**src/rtl/note_lut_arb.sv**
```systemverilog
// Round-robin arbiter that time-shares one note2cnt lookup table among NV voices.
// One lookup at a time: IDLE -> LOOKUP (LAT+1 cycles) -> DONE (ack pulse) -> IDLE.
module note_lut_arb #(
  parameter int NV  = 4,
  parameter int BW  = 16,
  parameter int LAT = 1
) (
  input  logic               clk_i,
  input  logic               nrst_i,
  input  logic [NV-1:0]      req_i,
  input  logic [NV*8-1:0]    note_i,
  output logic [NV-1:0]      ack_o,
  output logic [NV*BW-1:0]   halfCntPeriod_o,
  output logic [NV-1:0]      valid_o,
  output logic [7:0]         lut_note_o,
  input  logic [BW-1:0]      lut_halfCntPeriod_i,
  output logic               busy_o
);

  localparam int          IW      = $clog2(NV);
  localparam int unsigned NVU     = NV;
  localparam logic [2:0]  LAT_CNT = 3'(LAT);

  typedef enum logic [1:0] {
    IDLE,
    LOOKUP,
    DONE
  } state_t;

  state_t        state, state_nxt;
  logic [IW-1:0] last_grant;
  logic [IW-1:0] winner;
  logic [IW-1:0] rr_pick;
  logic [IW-1:0] cand;
  logic          rr_found;
  logic [2:0]    wait_cnt;
  logic          grant;
  logic          finish;

  logic [7:0]    notes [NV];
  logic [BW-1:0] slot  [NV];

  for (genvar g = 0; g < NV; g++) begin : g_unpack
    assign notes[g]                      = note_i[8*g +: 8];
    assign halfCntPeriod_o[BW*g +: BW]   = slot[g];
  end

  // First requester at or after last_grant+1, wrapping modulo NV.
  always_comb begin
    rr_pick  = '0;
    rr_found = 1'b0;
    cand     = '0;
    for (int unsigned k = 1; k <= NVU; k++) begin
      cand = IW'((32'(last_grant) + k) % NVU);
      if (!rr_found && req_i[cand]) begin
        rr_pick  = cand;
        rr_found = 1'b1;
      end
    end
  end

  assign grant  = (state == IDLE) && (|req_i);
  assign finish = (state == LOOKUP) && (wait_cnt == LAT_CNT);
  assign busy_o = (state != IDLE);

  always_ff @(posedge clk_i) begin
    if (!nrst_i) begin
      state <= IDLE;
    end else begin
      state <= state_nxt;
    end
  end

  always_comb begin
    state_nxt = state;
    unique case (state)
      IDLE:    if (|req_i) state_nxt = LOOKUP;
      LOOKUP:  if (wait_cnt == LAT_CNT) state_nxt = DONE;
      DONE:    state_nxt = IDLE;
      default: state_nxt = IDLE;
    endcase
  end

  // lut_note_o only loads at a grant edge, so the shared LUT input never glitches.
  always_ff @(posedge clk_i) begin
    if (!nrst_i) begin
      ack_o      <= '0;
      valid_o    <= '0;
      lut_note_o <= '0;
      last_grant <= IW'(NV - 1);
      winner     <= '0;
      wait_cnt   <= '0;
      for (int unsigned v = 0; v < NVU; v++) begin
        slot[v] <= '0;
      end
    end else begin
      ack_o <= '0;
      if (grant) begin
        winner     <= rr_pick;
        last_grant <= rr_pick;
        lut_note_o <= notes[rr_pick];
        wait_cnt   <= '0;
      end else if (state == LOOKUP) begin
        if (finish) begin
          slot[winner]    <= lut_halfCntPeriod_i;
          valid_o[winner] <= 1'b1;
          ack_o[winner]   <= 1'b1;
        end else begin
          wait_cnt <= wait_cnt + 3'd1;
        end
      end
    end
  end

endmodule
```
**config.mk**
```make
export PLATFORM = sky130hd
export DESIGN_NAME = note_lut_arb
export DESIGN_NICKNAME = d
export VERILOG_FILES = /design/src/rtl/note_lut_arb.sv
export SDC_FILE = /design/constraint.sdc
export NUM_CORES = 1
export LEC_CHECK = 0
export ABC_AREA = 0
export BUFFER_PORTS_ARGS = -buffer_cell sky130_fd_sc_hd__clkbuf_2
export CAP_MARGIN = 20
export CORE_MARGIN = 2
export CORE_UTILIZATION = 35
export CTS_BUF_LIST = sky130_fd_sc_hd__clkbuf_8
export DETAILED_ROUTE_END_ITERATION = 10
export HOLD_SLACK_MARGIN = 0.05
export PLACE_DENSITY = 0.67
export SLEW_MARGIN = 20
export SYNTH_ARGS = -nofsm -noshare
export SYNTH_HDL_FRONTEND = slang
export SYNTH_SLANG_ARGS = --single-unit
```
**constraint.sdc**
```tcl
create_clock -name clk_i -period 3.7 [get_ports clk_i]
set_clock_uncertainty 0.1 [all_clocks]
set_input_delay 0.185 -clock clk_i [delete_from_list [all_inputs] [get_ports clk_i]]
set_output_delay 0.185 -clock clk_i [all_outputs]
set_load 0.02 [all_outputs]
```
==> qor.txt, run 1 <==
Status: finished, final reports clean
# Max-Cap Violations: 0
Number of instances in the placed design: 528
Layout cell share with drive strength beyond 1: 0.402
Starting density of the core: 0.357
Routability Congestion: 0.732
Reg2reg path depth: 6
Period utilization: 0.704
Number of antenna violations at the first check in global routing: 0
Area fraction in compound gates after synthesis: 0.0910
I/O pins: 135
Setup violators final: 0
Sink Count: 89
Vias in the first global route: 2554
Number of synthesis warnings: 0
Std-Cell Rows: 37
Port buffer count: 134
Total DRC errors in the routed layout: 0
Largest net degree at the start of global routing: 25
Via density: 4.58
Full die area: 0.0112 mm^2
Critical Setup Path Class: flop to flop
Power per Cell Area: 438 mW/mm^2
Floorplan core area: 0.0102 mm^2
Most common library cell in the layout ignoring fill and taps: sky130_fd_sc_hd__clkbuf_2
Number of distinct library cell variants in the gate-level netlist after synthesis: 38
Xor and xnor area share after synthesis: 0.00241
Number of H-tree branching levels: 3
Max FO, Critical Path: 17
Post-synthesis cell area: 0.00363 mm^2
Overall die width: 106 um
Total track usage: 0.147
CTS resizes: 0
Vert. Die Dim: 106 um
Violation count after the first detailed-route iteration: 76
Unrepaired setup endpoints after global routing: no
Dominant combinational cell family by area after synthesis: simple AND/OR/NAND/NOR gates
Vias after detailed routing: 2545
Static power due to leakage: 2.09 nW
Hold path depth: 2
Sum of net half-perimeters after detailed placement: 5750 um
Actual transition at the worst max-transition pin: 1.00 ns
Worst path arrival time: 2.78 ns
Average detailed-routed wire length per instance: 14.5 um
Total inserted antenna cells: 0
Final design instance area without fill: 0.00475 mm^2
Growth of design area from synthesis to finish: 30.9%
Share of cell area taken by muxes after synthesis: 0.0221
Clock Latency Late Sink: 0.35 ns
Timing-limited maximum frequency: 384 MHz
Detail Route Antenna Nets: 0
Clock Root Buffer: sky130_fd_sc_hd__clkbuf_8
Final cell count without fillers: 556
Area of all sequential standard cells: 0.00242 mm^2
Worst supply voltage drop on vdd: 0.000242 V
Number of standard cells after synthesis: 264
Post-Synth Simple-Gate Area: 0.191
Type of element capturing the critical path: flop
Share of synthesized cell area in full adder, half adder and majority cells: 0.00689
Mean instance size in the synthesized netlist: 13.8 um^2
Final critical-path required period: 2.60 ns
Nets@finish: 471
Final-layout setup total negative slack: 0 ns
Startpoint type of the worst setup path: flop
Seq cells post-synth: 89
Post-place instance area: 0.00444 mm^2
Worst slew slack as a fraction of its limit: 0.328
Number of fillers in the final layout: 919
Multi-input gate area: 0.00114 mm^2
Routed wire length: 8040 um
Global-route congestion overflow total: 0
Net Count, Synth: 320
Number of search-and-repair iterations in the first detailed-routing pass: 5
First-pass GRT wire length: 12700 um
Max-slew violations: 0
Cts hold-fix bufs: 12
Number of clock buffers inserted by TritonCTS: 9
Seq/Total Area, Yosys: 0.667
Worst EP required: 3.88 ns
Clock input transition at the sequential cells of the worst setup and hold paths: 0.10 ns
Kind of path behind the tightest hold check: primary input to flop
Clock tree buffer depth: 2
Number of endpoints with negative hold slack in the final report: 0
Count of buffers added by post-CTS timing repair for setup: 0
Most frequent cells in the layout: sky130_fd_sc_hd__clkbuf_2, sky130_fd_sc_hd__and2_1, sky130_fd_sc_hd__edfxtp_1
TritonCTS clock tree: done
## cell families (layout without fill, tap and decap cells)
kind of cell | count (synthesis) | count (layout)
adders and majority gates | 2 | 2
AOI/OAI and AO/OA | 40 | 40
buffers and inverters | 12 | 168
and+or+nand+nor | 112 | 112
muxes | 8 | 8
xor gates and xnor gates | 1 | 1
DFF | 89 | 89
## synth_stat cells, drive strengths merged
library cell,instances,area (um^2)
a21oi,4,20.0
nand3,2,10.0
a211oi,9,72.6
nand2,5,18.8
edfxtp,64,1920
clkbuf,4,15.0
o21ai,11,55.1
and2,64,400
nor2b,4,25.0
nor3b,3,32.5
inv,3,11.3
or3,1,6.26
nand3b,1,7.51
or2,2,12.5
and2b,8,60.1
a21boi,2,15.0
ha,2,25.0
dfxtp,25,500
nor3,3,25.0
a311o,1,10.0
a221oi,8,120
nand2b,6,37.5
buf,5,46.3
o21a,1,7.51
a21o,4,30.0
mux2i,8,80.1
nand4,1,6.26
nor2,12,50.1
xnor2,1,8.76
## registers in the layout, summed over array words and instances (netlist names)
| signal | flops |
|---|---|
| state | 2 |
| valid_o | 4 |
| slot | 64 |
| last_grant | 2 |
| wait_cnt | 3 |
| lut_note_o | 8 |
| winner | 2 |
| ack_o | 4 |
## critical path, stage by stage, from the launching register on
cell                            delay (ns)
sky130_fd_sc_hd__dfxtp_1              0.35
sky130_fd_sc_hd__nand2b_1             0.16
sky130_fd_sc_hd__a21boi_1             0.16
sky130_fd_sc_hd__or3_1                0.74
sky130_fd_sc_hd__mux2i_1              0.18
sky130_fd_sc_hd__dlygate4sd3_1        0.61
sky130_fd_sc_hd__a211oi_1             0.21
## per-stage QoR
step                      setup slack (ns)  utilization  power [mW]  hold WS, ns
after floorplan                       1.13            -        1.35        0.283
after global routing                 0.895        0.467        2.17       0.0560
after global placement                1.21        0.436        1.45        0.338
after CTS                             1.12        0.467        2.10       0.0506
after detailed placement              1.13        0.436        1.45        0.354
final                                 1.10        0.467        2.08       0.0597
## metal layers
metal / global-route usage / up-vias / wire (um)
met4: 0.0395 / 0 / 19
met5: 0 / - / 0
met1: 0.176 / 1163 / 3450
met3: 0.0451 / 2 / 643
met2: 0.258 / 132 / 3930
li1: - / 1248 / -
## final cells by class
type / instances / share of cell area
clock buffer: 9 / 0.0261
clock inverter: 7 / 0.0150
sequential: 89 / 0.510
tap: 136 / 0.0358
multi-input combinational: 163 / 0.240
timing repair buffer: 149 / 0.171
inverter: 3 / 0.00237
## path summary, 6_finish.rpt
kind	start	end	slack, ns
min reg2reg	valid_o[3]	valid_o[3]	0.37
max	last_grant[0]	lut_note_o[4]	1.10
max reg2reg	last_grant[0]	lut_note_o[4]	1.10
min	lut_halfCntPeriod_i[10]	slot[0][10]	0.06
## report_power, final
part | leakage [nW] | switching (mW) | internal, mW | total, mW
Clock | 0.0931 | 0.379 | 0.264 | 0.643
Sequential | 0.866 | 0.0263 | 1.12 | 1.14
Combinational | 1.13 | 0.184 | 0.112 | 0.296
Total | 2.09 | 0.590 | 1.49 | 2.08
Power figures use the tool's default switching activity.
==> run 2, diff against run 1 <==
--- a/config.mk
+++ b/config.mk
@@ -5,7 +5,7 @@
 export SDC_FILE = /design/constraint.sdc
 export NUM_CORES = 1
 export LEC_CHECK = 0
-export ABC_AREA = 0
+export ABC_AREA = 1
 export BUFFER_PORTS_ARGS = -buffer_cell sky130_fd_sc_hd__clkbuf_2
 export CAP_MARGIN = 20
 export CORE_MARGIN = 2
@@ -13,7 +13,7 @@
 export CTS_BUF_LIST = sky130_fd_sc_hd__clkbuf_8
 export DETAILED_ROUTE_END_ITERATION = 10
 export HOLD_SLACK_MARGIN = 0.05
-export PLACE_DENSITY = 0.67
+export PLACE_DENSITY = 0.68
 export SLEW_MARGIN = 20
 export SYNTH_ARGS = -nofsm -noshare
 export SYNTH_HDL_FRONTEND = slang
==> constraint.sdc (replaced) <==
create_clock -name clk_i -period 2.1 [get_ports clk_i]
set_clock_uncertainty 0.1 [all_clocks]
set_input_delay 0.105 -clock clk_i [delete_from_list [all_inputs] [get_ports clk_i]]
set_output_delay 0.105 -clock clk_i [all_outputs]
set_load 0.02 [all_outputs]
==> qor.txt, run 2 <==
Status: finished, final reports clean
Share of Yosys cell area claimed by the top area cell type: 0.482 (-0.0478)
Clock input transition at the sequential cells of the worst setup and hold paths: 0.09 ns (about the same)
Top area cells in the synthesized netlist: sky130_fd_sc_hd__edfxtp_1, sky130_fd_sc_hd__dfxtp_1, sky130_fd_sc_hd__nand2_1, sky130_fd_sc_hd__inv_1, sky130_fd_sc_hd__nand3_1
Final cell utilization of the core: 0.509 (+0.0421)
Register with the highest flop count: slot
Setup slack of the critical path after layout: 0.0797 ns (-1.02 ns)
Post-place instance area: 0.00489 mm^2 (+10%)
Final critical-path required period: 2.02 ns (-0.583 ns)
Vias in the first global route: 3674 (+44%)
Growth of design area from synthesis to finish: 40.0%
Number of standard cells after synthesis: 400 (+52%)
Full die area: 0.0123 mm^2 (+9.5%)
Actual transition at the worst max-transition pin: 0.375 ns (-0.628 ns)
Number of search-and-repair iterations in the first detailed-routing pass: 4 (-1)
Number of endpoints with negative hold slack in the final report: 0 (unchanged)
Number of fillers in the final layout: 1000 (+8.8%)
Floorplan core area: 0.0110 mm^2 (+7.8%)
Unrepaired setup endpoints after global routing: no
Most common library cell in the layout ignoring fill and taps: sky130_fd_sc_hd__clkbuf_2
# Max-Cap Violations: 0 (unchanged)
Multi-input gate area: 0.00125 mm^2 (+10%)
Worst EP required: 2.25 ns (-1.63 ns)
Via density: 4.63 (+1.2%)
Kind of path behind the tightest hold check: primary input to flop
Number of synthesized flops with an enable pin: 64 (unchanged)
Most frequent cells after synthesis: sky130_fd_sc_hd__nand2_1, sky130_fd_sc_hd__inv_1, sky130_fd_sc_hd__edfxtp_1
Sink Count: 89 (unchanged)
Clock Root Buffer: sky130_fd_sc_hd__clkbuf_8
Final design instance area without fill: 0.00559 mm^2 (+18%)
Top-count cell post-synth: sky130_fd_sc_hd__nand2_1
Startpoint type of the worst setup path: flop
Total inserted antenna cells: 0 (unchanged)
Vias after detailed routing: 3434 (+35%)
Number of clock buffers inserted by TritonCTS: 9 (unchanged)
Setup violators final: 0 (unchanged)
Layout cell share with drive strength beyond 1: 0.359 (-0.0430)
Worst slew slack as a fraction of its limit: 0.747 (+0.420)
Overall die width: 111 um (+4.7%)
Seq cells post-synth: 89 (unchanged)
Vert. Die Dim: 111 um (+4.7%)
Number of distinct library cell variants in the gate-level netlist after synthesis: 37 (-2.6%)
Sum of net half-perimeters after detailed placement: 7470 um (+30%)
Count of buffers added by post-CTS timing repair for setup: 0 (unchanged)
Final-layout setup total negative slack: 0 ns (unchanged)
Global-route congestion overflow total: 0 (unchanged)
Port buffer count: 134 (unchanged)
Average detailed-routed wire length per instance: 14.6 um (+1.2%)
Worst setup slack before clock tree synthesis: 0.0169 ns (-1.11 ns)
Routed wire length: 10800 um (+35%)
Static power due to leakage: 2.82 nW (+35%)
Number of H-tree branching levels: 3 (unchanged)
Total track usage: 0.175 (+0.0278)
Flip-flop cell with the highest count after synthesis: sky130_fd_sc_hd__edfxtp_1
I/O pins: 135 (unchanged)
Critical Setup Path Class: flop to flop
Power per Cell Area: 1050 mW/mm^2 (+140%)
Ys async rst share: 0 (unchanged)
Area of all sequential standard cells: 0.00243 mm^2 (+0.21%)
Leading area contributor after synthesis: sky130_fd_sc_hd__edfxtp_1
Period utilization: 0.962 (+0.258)
Violation count after the first detailed-route iteration: 171 (+130%)
Seq/Total Area, Yosys: 0.607 (-0.0602)
Std-Cell Rows: 38 (+2.7%)
Clock Latency Late Sink: 0.36 ns (about the same)
Total DRC errors in the routed layout: 0 (unchanged)
Mean instance size in the synthesized netlist: 9.98 um^2 (-27%)
Max FO, Critical Path: 8 (-9)
Clock tree buffer depth: 2 (unchanged)
Largest register FFs: 64 (unchanged)
Worst path arrival time: 2.17 ns (-0.61 ns)
Largest registers in the final layout: slot x64, lut_note_o x8
Starting density of the core: 0.363 (+0.00690)
Number of synthesis warnings: 0 (unchanged)
Post-synthesis cell area: 0.00399 mm^2 (+9.9%)
First-pass GRT wire length: 17200 um (+36%)
TritonCTS clock tree: done
Net Count, Synth: 456 (+43%)
Max-slew violations: 0 (unchanged)
Number of antenna violations at the first check in global routing: 0 (unchanged)
Detail Route Antenna Nets: 0 (unchanged)
Routability Congestion: 0.804 (+9.8%)
Type of element capturing the critical path: flop
Worst supply voltage drop on vdd: 0.000725 V (+200%)
Most frequent cells in the layout: sky130_fd_sc_hd__clkbuf_2, sky130_fd_sc_hd__nand2_1, sky130_fd_sc_hd__inv_1
Nets@finish: 652 (+38%)
Timing-limited maximum frequency: 495 MHz (+29%)
Largest net degree at the start of global routing: 18 (-28%)
[run 2: cell count changes after synthesis, moves of 7 or more]
| cell | before | now |
|---|---|---|
| sky130_fd_sc_hd__a221oi_2 | 8 | 0 |
| sky130_fd_sc_hd__nand2_2 | 0 | 18 |
| sky130_fd_sc_hd__inv_1 | 3 | 65 |
| sky130_fd_sc_hd__nand2_4 | 0 | 7 |
| sky130_fd_sc_hd__and2_1 | 64 | 0 |
| sky130_fd_sc_hd__mux2i_1 | 8 | 0 |
| sky130_fd_sc_hd__nand3_1 | 2 | 46 |
| sky130_fd_sc_hd__a211oi_1 | 8 | 0 |
| sky130_fd_sc_hd__and2b_1 | 8 | 0 |
| sky130_fd_sc_hd__nand2_1 | 5 | 95 |
| sky130_fd_sc_hd__o21ai_0 | 10 | 3 |
| sky130_fd_sc_hd__nor2_1 | 10 | 30 |
[run 2: final cells by class]
class,instances,area share
tap,140,0.0314
multi-input combinational,232,0.224
inverter,69,0.0479
sequential,89,0.434
timing repair buffer,195,0.227
clock inverter,7,0.0125
clock buffer,9,0.0222
[run 2: worst paths after layout]
kind / start / endpoint / slack [ns] / depth (start not counted)
max reg2reg: last_grant[0] / lut_note_o[6] / 0.08 / 12
min reg2reg: lut_note_o[7] / lut_note_o[7] / 0.36 / 2
min: lut_halfCntPeriod_i[0] / slot[2][0] / 0.03 / 3
max: last_grant[0] / lut_note_o[6] / 0.08 / 12
[run 2: logic make-up after synthesis]
group,Yosys count,share of synthesized area
simple gates,211,0.259
buf+inv,80,0.0928
fa+ha+maj,2,0.00627
flops,89,0.607
xor+xnor,1,0.00219
compound gates,17,0.0329
[run 2: what timing repair did]
action,in CTS,in global routing
gates resized for setup,0,8
setup endpoints to repair,0,74
endpoints found under the hold margin,39,1
hold buffers,45,1
[run 2: critical path: stages, from the launching register on]
cell,delay (ns)
sky130_fd_sc_hd__dfxtp_2,0.40
sky130_fd_sc_hd__buf_4,0.16
sky130_fd_sc_hd__nand2_1,0.05
sky130_fd_sc_hd__nand2_1,0.10
sky130_fd_sc_hd__nand2_2,0.09
sky130_fd_sc_hd__a21boi_0,0.19
sky130_fd_sc_hd__nand2_1,0.09
sky130_fd_sc_hd__inv_1,0.17
sky130_fd_sc_hd__nand2_1,0.12
sky130_fd_sc_hd__o21ai_4,0.14
sky130_fd_sc_hd__nand3_1,0.12
sky130_fd_sc_hd__nand3_1,0.12
sky130_fd_sc_hd__nand2_1,0.06
[run 2: per-stage QoR]
| stage | std cells | power, mW | hold WS (ns) |
|---|---|---|---|
| floorplan | 400 | 4.03 | 0.217 |
| CTS | 739 | 5.80 | 0.0554 |
| finish | 741 | 5.88 | 0.0347 |
| global route | 741 | 6.22 | 0.0793 |
| detailed placement | 678 | 4.57 | 0.335 |
| global placement | 678 | 4.52 | 0.323 |
[run 2: routing by layer]
layer	wire length [um]	vias up	track usage
li1	-	1672	-
met3	831	29	0.0465
met4	291	0	0.0775
met5	0	-	0
met1	4320	1587	0.194
met2	5400	146	0.314
[run 2: power breakdown]
group | total [mW] | switching, mW | internal [mW]
clock network | 1.17 | 0.620 | 0.548
logic | 2.45 | 1.58 | 0.866
registers | 2.26 | 0.142 | 2.12
total | 5.88 | 2.34 | 3.53
